[src/rtl/text_memory_arbiter_if.sv]
// Pipelined read-only bus: a request with a stall back-channel and an
// in-order response strobe. The master drives the request side.
interface text_memory_arbiter_if;
   logic        read_enable;
   logic [31:0] address;
   logic        wait_req;
   logic [31:0] read_data;
   logic        valid;

   modport master (
      output read_enable,
      output address,
      input  wait_req,
      input  read_data,
      input  valid
   );

   modport slave (
      input  read_enable,
      input  address,
      output wait_req,
      output read_data,
      output valid
   );
endinterface

[src/rtl/text_memory_arbiter.sv]
// Two-port round-robin arbiter in front of a pipelined text memory.
// Port 0 is the icache refill path, port 1 a secondary reader. A stalled
// request keeps its grant so the memory sees a stable address, and the IDs
// of issued reads travel through a small FIFO so that in-order responses
// can be steered back to the port that asked for them.
module text_memory_arbiter #(
   parameter int MAX_OUTSTANDING = 4
) (
   input  logic                         clock,
   input  logic                         reset,
   text_memory_arbiter_if.slave         p0,
   text_memory_arbiter_if.slave         p1,
   text_memory_arbiter_if.master        ram,
   output logic                         err_orphan_valid
);

   localparam int CW = $clog2(MAX_OUTSTANDING + 1);
   localparam int PW = (MAX_OUTSTANDING > 1) ? $clog2(MAX_OUTSTANDING) : 1;
   localparam logic [CW-1:0] MAX_COUNT = CW'(MAX_OUTSTANDING);
   localparam logic [PW-1:0] LAST_SLOT = PW'(MAX_OUTSTANDING - 1);

   logic [MAX_OUTSTANDING-1:0] id_fifo;
   logic [PW-1:0]              wr_ptr;
   logic [PW-1:0]              rd_ptr;
   logic [CW-1:0]              outstanding;
   logic                       lock;
   logic                       locked_id;
   logic                       last_grant;

   logic                       grant_valid;
   logic                       grant_id;
   logic                       grant_read_enable;
   logic                       full;
   logic                       issue;
   logic                       transfer;
   logic                       pop;
   logic                       head_id;

   function automatic logic [PW-1:0] next_ptr(input logic [PW-1:0] ptr);
      return (ptr == LAST_SLOT) ? '0 : ptr + 1'b1;
   endfunction

   // Pick the port that owns the memory bus this cycle; a stalled request keeps it.
   always_comb begin
      grant_valid = 1'b0;
      grant_id    = 1'b0;
      if (reset) begin
         grant_valid = 1'b0;
      end else if (lock) begin
         grant_valid = 1'b1;
         grant_id    = locked_id;
      end else if (p0.read_enable && p1.read_enable) begin
         grant_valid = 1'b1;
         grant_id    = ~last_grant;
      end else if (p0.read_enable) begin
         grant_valid = 1'b1;
      end else if (p1.read_enable) begin
         grant_valid = 1'b1;
         grant_id    = 1'b1;
      end
   end

   // Drive the memory request, the per-port stalls and the response steering.
   always_comb begin
      full              = (outstanding == MAX_COUNT);
      grant_read_enable = grant_id ? p1.read_enable : p0.read_enable;
      issue             = grant_valid && grant_read_enable && !full;
      transfer          = issue && !ram.wait_req;
      pop               = ram.valid && (outstanding != '0);
      head_id           = id_fifo[rd_ptr];

      ram.read_enable   = issue;
      ram.address       = grant_valid ? (grant_id ? p1.address : p0.address) : 32'h0;

      p0.wait_req       = p0.read_enable &&
                          !(grant_valid && !grant_id && !ram.wait_req && !full);
      p1.wait_req       = p1.read_enable &&
                          !(grant_valid && grant_id && !ram.wait_req && !full);

      p0.valid          = pop && !head_id;
      p1.valid          = pop && head_id;
      p0.read_data      = ram.read_data;
      p1.read_data      = ram.read_data;
   end

   // Track issued read IDs in order and count reads still waiting for data.
   always_ff @(posedge clock or posedge reset) begin
      if (reset) begin
         id_fifo     <= '0;
         wr_ptr      <= '0;
         rd_ptr      <= '0;
         outstanding <= '0;
      end else begin
         if (transfer) begin
            id_fifo[wr_ptr] <= grant_id;
            wr_ptr          <= next_ptr(wr_ptr);
         end
         if (pop) begin
            rd_ptr <= next_ptr(rd_ptr);
         end
         case ({transfer, pop})
            2'b10:   outstanding <= outstanding + 1'b1;
            2'b01:   outstanding <= outstanding - 1'b1;
            default: outstanding <= outstanding;
         endcase
      end
   end

   // Hold the grant across memory stalls and remember who won last for fairness.
   always_ff @(posedge clock or posedge reset) begin
      if (reset) begin
         lock       <= 1'b0;
         locked_id  <= 1'b0;
         last_grant <= 1'b1;
      end else begin
         if (transfer) begin
            lock       <= 1'b0;
            last_grant <= grant_id;
         end else if (issue && ram.wait_req) begin
            lock      <= 1'b1;
            locked_id <= grant_id;
         end
      end
   end

   // Flag a response that arrives with no read outstanding; sticky until reset.
   always_ff @(posedge clock or posedge reset) begin
      if (reset) begin
         err_orphan_valid <= 1'b0;
      end else if (ram.valid && (outstanding == '0)) begin
         err_orphan_valid <= 1'b1;
      end
   end

endmodule
[src/flat_wrapper.sv]
// flat-port wrapper written by rule: the top's interface ports become plain ports
module text_memory_arbiter_flat 
#(
   parameter int MAX_OUTSTANDING = 4
)
  (clock, reset, err_orphan_valid, p0_read_enable, p0_address, p0_wait_req, p0_read_data, p0_valid, p1_read_enable, p1_address, p1_wait_req, p1_read_data, p1_valid, ram_read_enable, ram_address, ram_wait_req, ram_read_data, ram_valid);
  text_memory_arbiter_if p0_i ();
  text_memory_arbiter_if p1_i ();
  text_memory_arbiter_if ram_i ();
  input  logic clock;
  input  logic reset;
  output logic err_orphan_valid;
  input wire logic [$bits(p0_i.read_enable)-1:0] p0_read_enable;
  input wire logic [$bits(p0_i.address)-1:0] p0_address;
  output wire logic [$bits(p0_i.wait_req)-1:0] p0_wait_req;
  output wire logic [$bits(p0_i.read_data)-1:0] p0_read_data;
  output wire logic [$bits(p0_i.valid)-1:0] p0_valid;
  input wire logic [$bits(p1_i.read_enable)-1:0] p1_read_enable;
  input wire logic [$bits(p1_i.address)-1:0] p1_address;
  output wire logic [$bits(p1_i.wait_req)-1:0] p1_wait_req;
  output wire logic [$bits(p1_i.read_data)-1:0] p1_read_data;
  output wire logic [$bits(p1_i.valid)-1:0] p1_valid;
  output wire logic [$bits(ram_i.read_enable)-1:0] ram_read_enable;
  output wire logic [$bits(ram_i.address)-1:0] ram_address;
  input wire logic [$bits(ram_i.wait_req)-1:0] ram_wait_req;
  input wire logic [$bits(ram_i.read_data)-1:0] ram_read_data;
  input wire logic [$bits(ram_i.valid)-1:0] ram_valid;
  assign p0_i.read_enable = p0_read_enable;
  assign p0_i.address = p0_address;
  assign p0_wait_req = p0_i.wait_req;
  assign p0_read_data = p0_i.read_data;
  assign p0_valid = p0_i.valid;
  assign p1_i.read_enable = p1_read_enable;
  assign p1_i.address = p1_address;
  assign p1_wait_req = p1_i.wait_req;
  assign p1_read_data = p1_i.read_data;
  assign p1_valid = p1_i.valid;
  assign ram_read_enable = ram_i.read_enable;
  assign ram_address = ram_i.address;
  assign ram_i.wait_req = ram_wait_req;
  assign ram_i.read_data = ram_read_data;
  assign ram_i.valid = ram_valid;
  text_memory_arbiter #(.MAX_OUTSTANDING(MAX_OUTSTANDING)) u_core (.clock(clock), .reset(reset), .p0(p0_i), .p1(p1_i), .ram(ram_i), .err_orphan_valid(err_orphan_valid));
endmodule
[config.mk]
export PLATFORM = sky130hd
export DESIGN_NAME = text_memory_arbiter_flat
export DESIGN_NICKNAME = d
export VERILOG_FILES = /design/src/rtl/text_memory_arbiter_if.sv /design/src/rtl/text_memory_arbiter.sv /design/src/flat_wrapper.sv
export SDC_FILE = /design/constraint.sdc
export NUM_CORES = 1
export LEC_CHECK = 0
export ABC_AREA = 1
export BUFFER_PORTS_ARGS = -buffer_cell sky130_fd_sc_hd__buf_4
export CORE_AREA = 2 2 78 80
export CTS_CLUSTER_SIZE = 24
export DETAILED_ROUTE_END_ITERATION = 10
export DIE_AREA = 0 0 80 82
export GPL_TIMING_DRIVEN = 1
export MAX_ROUTING_LAYER = met4
export PLACE_DENSITY = 0.87
export SLEW_MARGIN = 10
export SYNTH_ARGS = -nofsm -noshare
export SYNTH_HDL_FRONTEND = slang
export SYNTH_SLANG_ARGS = --single-unit
[constraint.sdc]
create_clock -name clock -period 2.3 [get_ports clock]
set_input_delay 0.345 -clock clock [delete_from_list [all_inputs] [get_ports clock]]
set_output_delay 0.345 -clock clock [all_outputs]
set_load 0.01 [all_outputs]
==> After elaboration in Yosys (flattened, before gate mapping) <==
Index checks and enable logic that the tools add are counted.
{ "op_classes": {"n_addsub": 4, "n_lt_le_gt_ge": 3, "n_eq_ne": 5, "mux": 22, "bitwise_logic": 2, "n_reduce_logical": 29} }
{ "op_table": {"columns": ["operator", "count"], "rows": [
  ["32-bit 2-to-1 mux", 2],
  ["1-bit logical AND", 18],
  ["1-bit 2-to-1 mux", 14],
  ["2-bit == test, second input constant", 3],
  ["1-bit zero test", 6],
  ["2-bit by 3-bit < comparator with 1-bit output, second input constant", 2],
  ["3-bit one-hot mux with 2 select lines", 1],
  ["2-bit by 1-bit adder with 2-bit output, second input constant", 2],
  ["4-bit bitwise mux", 1],
  ["2-bit 2-to-1 mux", 2],
  ["2-bit nonzero test", 2],
  ["3-bit by 1-bit adder with 3-bit output, second input constant", 1],
  ["3-bit == test, second input constant", 1],
  ["3-bit zero test", 1],
  ["3-bit nonzero test", 1],
  ["3-bit by 1-bit subtractor with 3-bit output, second input constant", 1],
  ["1-bit binary-select mux with 2-bit select", 1],
  ["1-bit demux with 2-bit select", 1],
  ["2-bit by 1-bit == test with 1-bit output, second input constant", 1],
  ["2-bit by 1-bit >= comparator with 1-bit output, second input constant", 1],
  ["1-bit NOT", 2],
  ["2-bit AND reduction", 1]
]} }
{ "word_totals": {"register_bits": 15, "input_bits": 102, "out_inout_bits": 102} }

==> Logic depth before layout (Yosys ltp) <==
{ "logic_depth": {"depth_word": 11, "mapped_depth": 13, "depth_no_buf": 13} }

==> Worst setup path before layout <==
Ideal clock, no wire load.
{ "synth_path": {"path_kind": "input to register", "start": "in reset", "end": "reg u_core.outstanding[2]", "setup_ns": 0.131, "t_arrival_ns": 1.948, "required_time_ns": 2.169, "path_slack_ns": 0.221, "stages": 13, "path_buffers": 0, "cell_sequence": "inv_2 nand4_1 nand2_1 inv_2 nand2_2 nor2_4 inv_1 ha_1 inv_1 fa_1 a21oi_1 o21ai_0 xor2_1"} }
{ "synth_via": {"elab_chain_len": 7, "elab_cells_between_ends": 10, "cone_classes": "eq/ne: 2; mux: 4; reduce/logical: 4"} }
{ "synth_rtl": {"columns": ["element", "line", "source"], "rows": [
  ["start: declaration", "flat_wrapper.sv:11", "input logic reset;"],
  ["1-bit 2-to-1 mux", "text_memory_arbiter.sv:47", "if (reset) begin"],
  ["1-bit 2-to-1 mux", "text_memory_arbiter.sv:66", "grant_read_enable = grant_id ? p1.read_enable : p0.read_enable;"],
  ["1-bit logical AND * (2 in series)", "text_memory_arbiter.sv:67", "issue = grant_valid && grant_read_enable && !full;"],
  ["1-bit logical AND *", "text_memory_arbiter.sv:68", "transfer = issue && !ram.wait_req;"],
  ["2-bit by 1-bit == test with 1-bit output or 2-bit == test (tied branches)", "text_memory_arbiter.sv:101", "case ({transfer, pop})"],
  ["3-bit one-hot mux with 2 select lines or 2-bit nonzero test (tied branches)", null, null],
  ["end signal: assignment", "text_memory_arbiter.sv:102", "2'b10: outstanding <= outstanding + 1'b1;"],
  ["end signal: assignment", "text_memory_arbiter.sv:103", "2'b01: outstanding <= outstanding - 1'b1;"],
  ["end signal: assignment", "text_memory_arbiter.sv:104", "default: outstanding <= outstanding;"],
  ["end: declaration", "text_memory_arbiter.sv:25", "logic [CW-1:0] outstanding;"]
]} }
Mark *: on every way between the ends. The rest lies on a longest branch, timed or not.
A chain may end at the register's enable or synchronous reset.

==> Worst setup path after layout <==
{ "layout_path": {"start": "reg u_core.last_grant", "end": "reg u_core.outstanding[2]"} }
{ "layout_via": {"elab_chain_len": 10, "elab_cells_between_ends": 12, "cone_classes": "eq/ne: 2; mux: 5; bitwise: 1; reduce/logical: 4"} }
{ "layout_rtl": {"columns": ["element", "line", "source"], "rows": [
  ["start: declaration", "text_memory_arbiter.sv:28", "logic last_grant;"],
  ["start signal: assignment", "text_memory_arbiter.sv:118", "last_grant <= grant_id;"],
  ["1-bit NOT *", "text_memory_arbiter.sv:54", "grant_id = ~last_grant;"],
  ["1-bit 2-to-1 mux *", "text_memory_arbiter.sv:52", "end else if (p0.read_enable && p1.read_enable) begin"],
  ["1-bit 2-to-1 mux *", "text_memory_arbiter.sv:49", "end else if (lock) begin"],
  ["1-bit 2-to-1 mux *", "text_memory_arbiter.sv:47", null],
  ["1-bit 2-to-1 mux *", "text_memory_arbiter.sv:66", null],
  ["1-bit logical AND * (2 in series)", "text_memory_arbiter.sv:67", null],
  ["1-bit logical AND *", "text_memory_arbiter.sv:68", null],
  ["2-bit by 1-bit == test with 1-bit output or 2-bit == test (tied branches)", "text_memory_arbiter.sv:101", null],
  ["3-bit one-hot mux with 2 select lines or 2-bit nonzero test (tied branches)", null, null]
]} }
Marked as above.

==> flow_metrics.env <==
export IMPL_die_h_um=82
export IMPL_routedWlPerCell_um=16.3
export IMPL_fmax_ghz=0.471
export IMPL_start_util=0.321
export IMPL_crit_buf_inv=2
export IMPL_min_period_over_period=0.923
export IMPL_critPathLaunchType="flip-flop"
export IMPL_hold_path_class="in -> async"
export IMPL_cp_arrival_ns=2.25
export IMPL_cts_root_buf="clkbuf_8"
export IMPL_grt_util_all_layers=0.171
export IMPL_status="complete, no violations"
export IMPL_clk_latency_ns=0.25
export IMPL_setup_violations_final=0
export IMPL_power_leakage_nw=1.30
export IMPL_peakVddDrop_v=0.000690
export IMPL_nets=429
export IMPL_cp_end_kind="flip-flop"
export IMPL_rsz0062_at_grt="no"
export IMPL_slew_violations=0
export IMPL_syn_inst=277
export IMPL_drive_gt1_frac=0.414
export IMPL_grt_remaining_overflow=0
export IMPL_cp_slowest_cell="dfstp_2"
export IMPL_design_core_area_mm2=0.00575
export IMPL_layout_commonest_cell="buf_4"
export IMPL_io_buffer_count=107
export IMPL_finalWorstSetupSlack_ns=0.178
export IMPL_cp_max_fo=8
export IMPL_clockBufferDepth=2
export IMPL_numClockSinks=15
export IMPL_grt_max_degree=35
export IMPL_tns_ns=0
export IMPL_final_antenna_net_count=0
export IMPL_synth_seq_area_share=0.204
export IMPL_drv_cap=0
export IMPL_post_place_ws_ns=0.0700
export IMPL_cts_setup_buffers=0
export IMPL_antenna_cells=0
export IMPL_crit_cells=12
export IMPL_synthDistinctLibCells=29
export IMPL_max_stage_delay_ns=0.53
export IMPL_fin_crit_ns=2.12
export IMPL_vias_per_cell=4.71
export IMPL_numCtsBuffers=3
export IMPL_drtIter0Drc=31
export IMPL_worstRegToRegCells=12
export IMPL_fp_dieW_um=80
export IMPL_syn_area_mm2=0.00184
export IMPL_synth_warning_count=0
export IMPL_vias=1855
export IMPL_hold_viol=0
export IMPL_grt_first_pass_wirelength_um=8140
export IMPL_postCtsHoldBufs=0
export IMPL_power_density_mw_per_mm2=939
export IMPL_slew_headroom=0.769
export IMPL_skew_ns=0.00222
export IMPL_htree_num_levels=1
export IMPL_path_clk_slew_ns=0.06
export IMPL_worst_pin_slew_ns=0.346
export IMPL_fill_cells=586
export IMPL_rows=28
export IMPL_drcViolationCount=0
export IMPL_gp_congestion=0.813
export IMPL_worst_path_dominant_cell_family="flip-flops"
export IMPL_crit_chain="nand3_1, nand3_4, nand2_4, nand2_4, nor2_4, inv_1, ha_1, inv_1, fa_1, a21oi_1, o21ai_0, xor2_1"
export IMPL_post_cts_resized=0
export IMPL_antenna_found_initial=0
export IMPL_io_pins=204
export IMPL_most_common_layout_cells="buf_4, nand2_1, nand3_1, inv_1, dfrtp_1"
export IMPL_dr_pass1_iters=5
export IMPL_critical_path_required_ns=2.43
export IMPL_grt_pass1_vias=1472
export IMPL_synth_area_per_cell_um2=6.65
export IMPL_wirelength_um=6430
export IMPL_post_dp_hpwl_um=5400
export IMPL_critical_path_class="reg -> reg"
export IMPL_area_growth_pct=26.4
export IMPL_synth_nets=386
export IMPL_cts_tree="built"
export IMPL_ys_ff_latch=15
export IMPL_die_area_mm2=0.00656
path summary, 6_finish.rpt:
check	startpoint	endpoint	slack, ns
worst min register to register	u_core.id_fifo[1]	u_core.id_fifo[1]	0.48
worst max register to register	u_core.last_grant	u_core.outstanding[2]	0.18
max in group asynchronous	reset	u_core.last_grant	1.97
worst min-delay path	reset	u_core.id_fifo[2]	0.11
min in group clock	ram_wait_req	u_core.last_grant	0.36
worst max-delay path	u_core.last_grant	u_core.outstanding[2]	0.18
kinds of logic after synthesis:
family,synth area share
flip-flops,0.204
AND/OR/NAND/NOR,0.344
adder cells (fa/ha/maj),0.0516
XOR/XNOR,0.00951
buffers and inverters,0.336
AO/OA/AOI/OAI,0.0550
synthesized netlist by cell type:
master | number | share of area
a21oi_1 | 3 | 0.0081
a21oi_2 | 1 | 0.0048
a31oi_1 | 2 | 0.0068
a32o_1 | 1 | 0.0054
a41o_1 | 1 | 0.0054
and2_1 | 1 | 0.0034
buf_2 | 5 | 0.014
buf_4 | 64 | 0.26
buf_6 | 2 | 0.012
clkbuf_1 | 4 | 0.0081
dfrtp_1 | 14 | 0.19
dfstp_2 | 1 | 0.014
fa_1 | 1 | 0.011
ha_1 | 6 | 0.041
inv_1 | 17 | 0.035
inv_2 | 3 | 0.0061
nand2_1 | 86 | 0.18
nand2_2 | 1 | 0.0034
nand2_4 | 1 | 0.0061
nand3_1 | 34 | 0.092
nand3_4 | 1 | 0.0095
nand4_1 | 10 | 0.034
nor2_1 | 5 | 0.010
nor2_2 | 1 | 0.0034
nor2_4 | 1 | 0.0061
o21ai_0 | 4 | 0.011
o21ai_1 | 5 | 0.014
xnor2_1 | 1 | 0.0048
xor2_1 | 1 | 0.0048
stage by stage:
step                utilization  cell area [µm²]  hold slack, ns  std cells  total power [mW]
floorplan                     -             1840           0.172        277              1.42
global placement          0.395             2270           0.372        390              1.89
detailed placement        0.395             2270           0.386        390              1.94
CTS                       0.403             2320           0.120        394              2.18
global route              0.405             2330           0.134        394              2.36
finish                    0.405             2330           0.112        394              2.19
layout make-up:
type	count	area, µm²	share of cell area
clock buffer	3	41.3	0.0177
clock inverter	1	5.00	0.00215
inverter	20	75.1	0.0322
multi-input combinational	167	863	0.371
sequential	15	377	0.162
tap	75	93.8	0.0403
timing repair buffer	113	873	0.375
flip-flops by register name, summed over array words and instances, names as in the netlist:
signal	flops
u_core.locked_id	1
u_core.err_orphan_valid	1
u_core.id_fifo	4
u_core.last_grant	1
u_core.outstanding	3
u_core.rd_ptr	2
u_core.lock	1
u_core.wr_ptr	2
routing by layer:
layer,global-route usage,up-vias,part of all wire
met5,-,-,0
met3,0.138,29,0.19
li1,-,903,-
met1,0.177,824,0.32
met2,0.245,99,0.47
met4,0.0559,0,0.028
power by group:
group | internal [mW] | switching [mW] | leakage (nW)
clock network | 0.120 | 0.0980 | 0.0255
logic | 0.655 | 0.834 | 1.10
registers | 0.387 | 0.0911 | 0.181
worst min-delay path: cells and delay by family:
family	cells	cell delay, ns
buf+inv	3	0.36
Note: power is estimated with default switching activity, not from simulation.
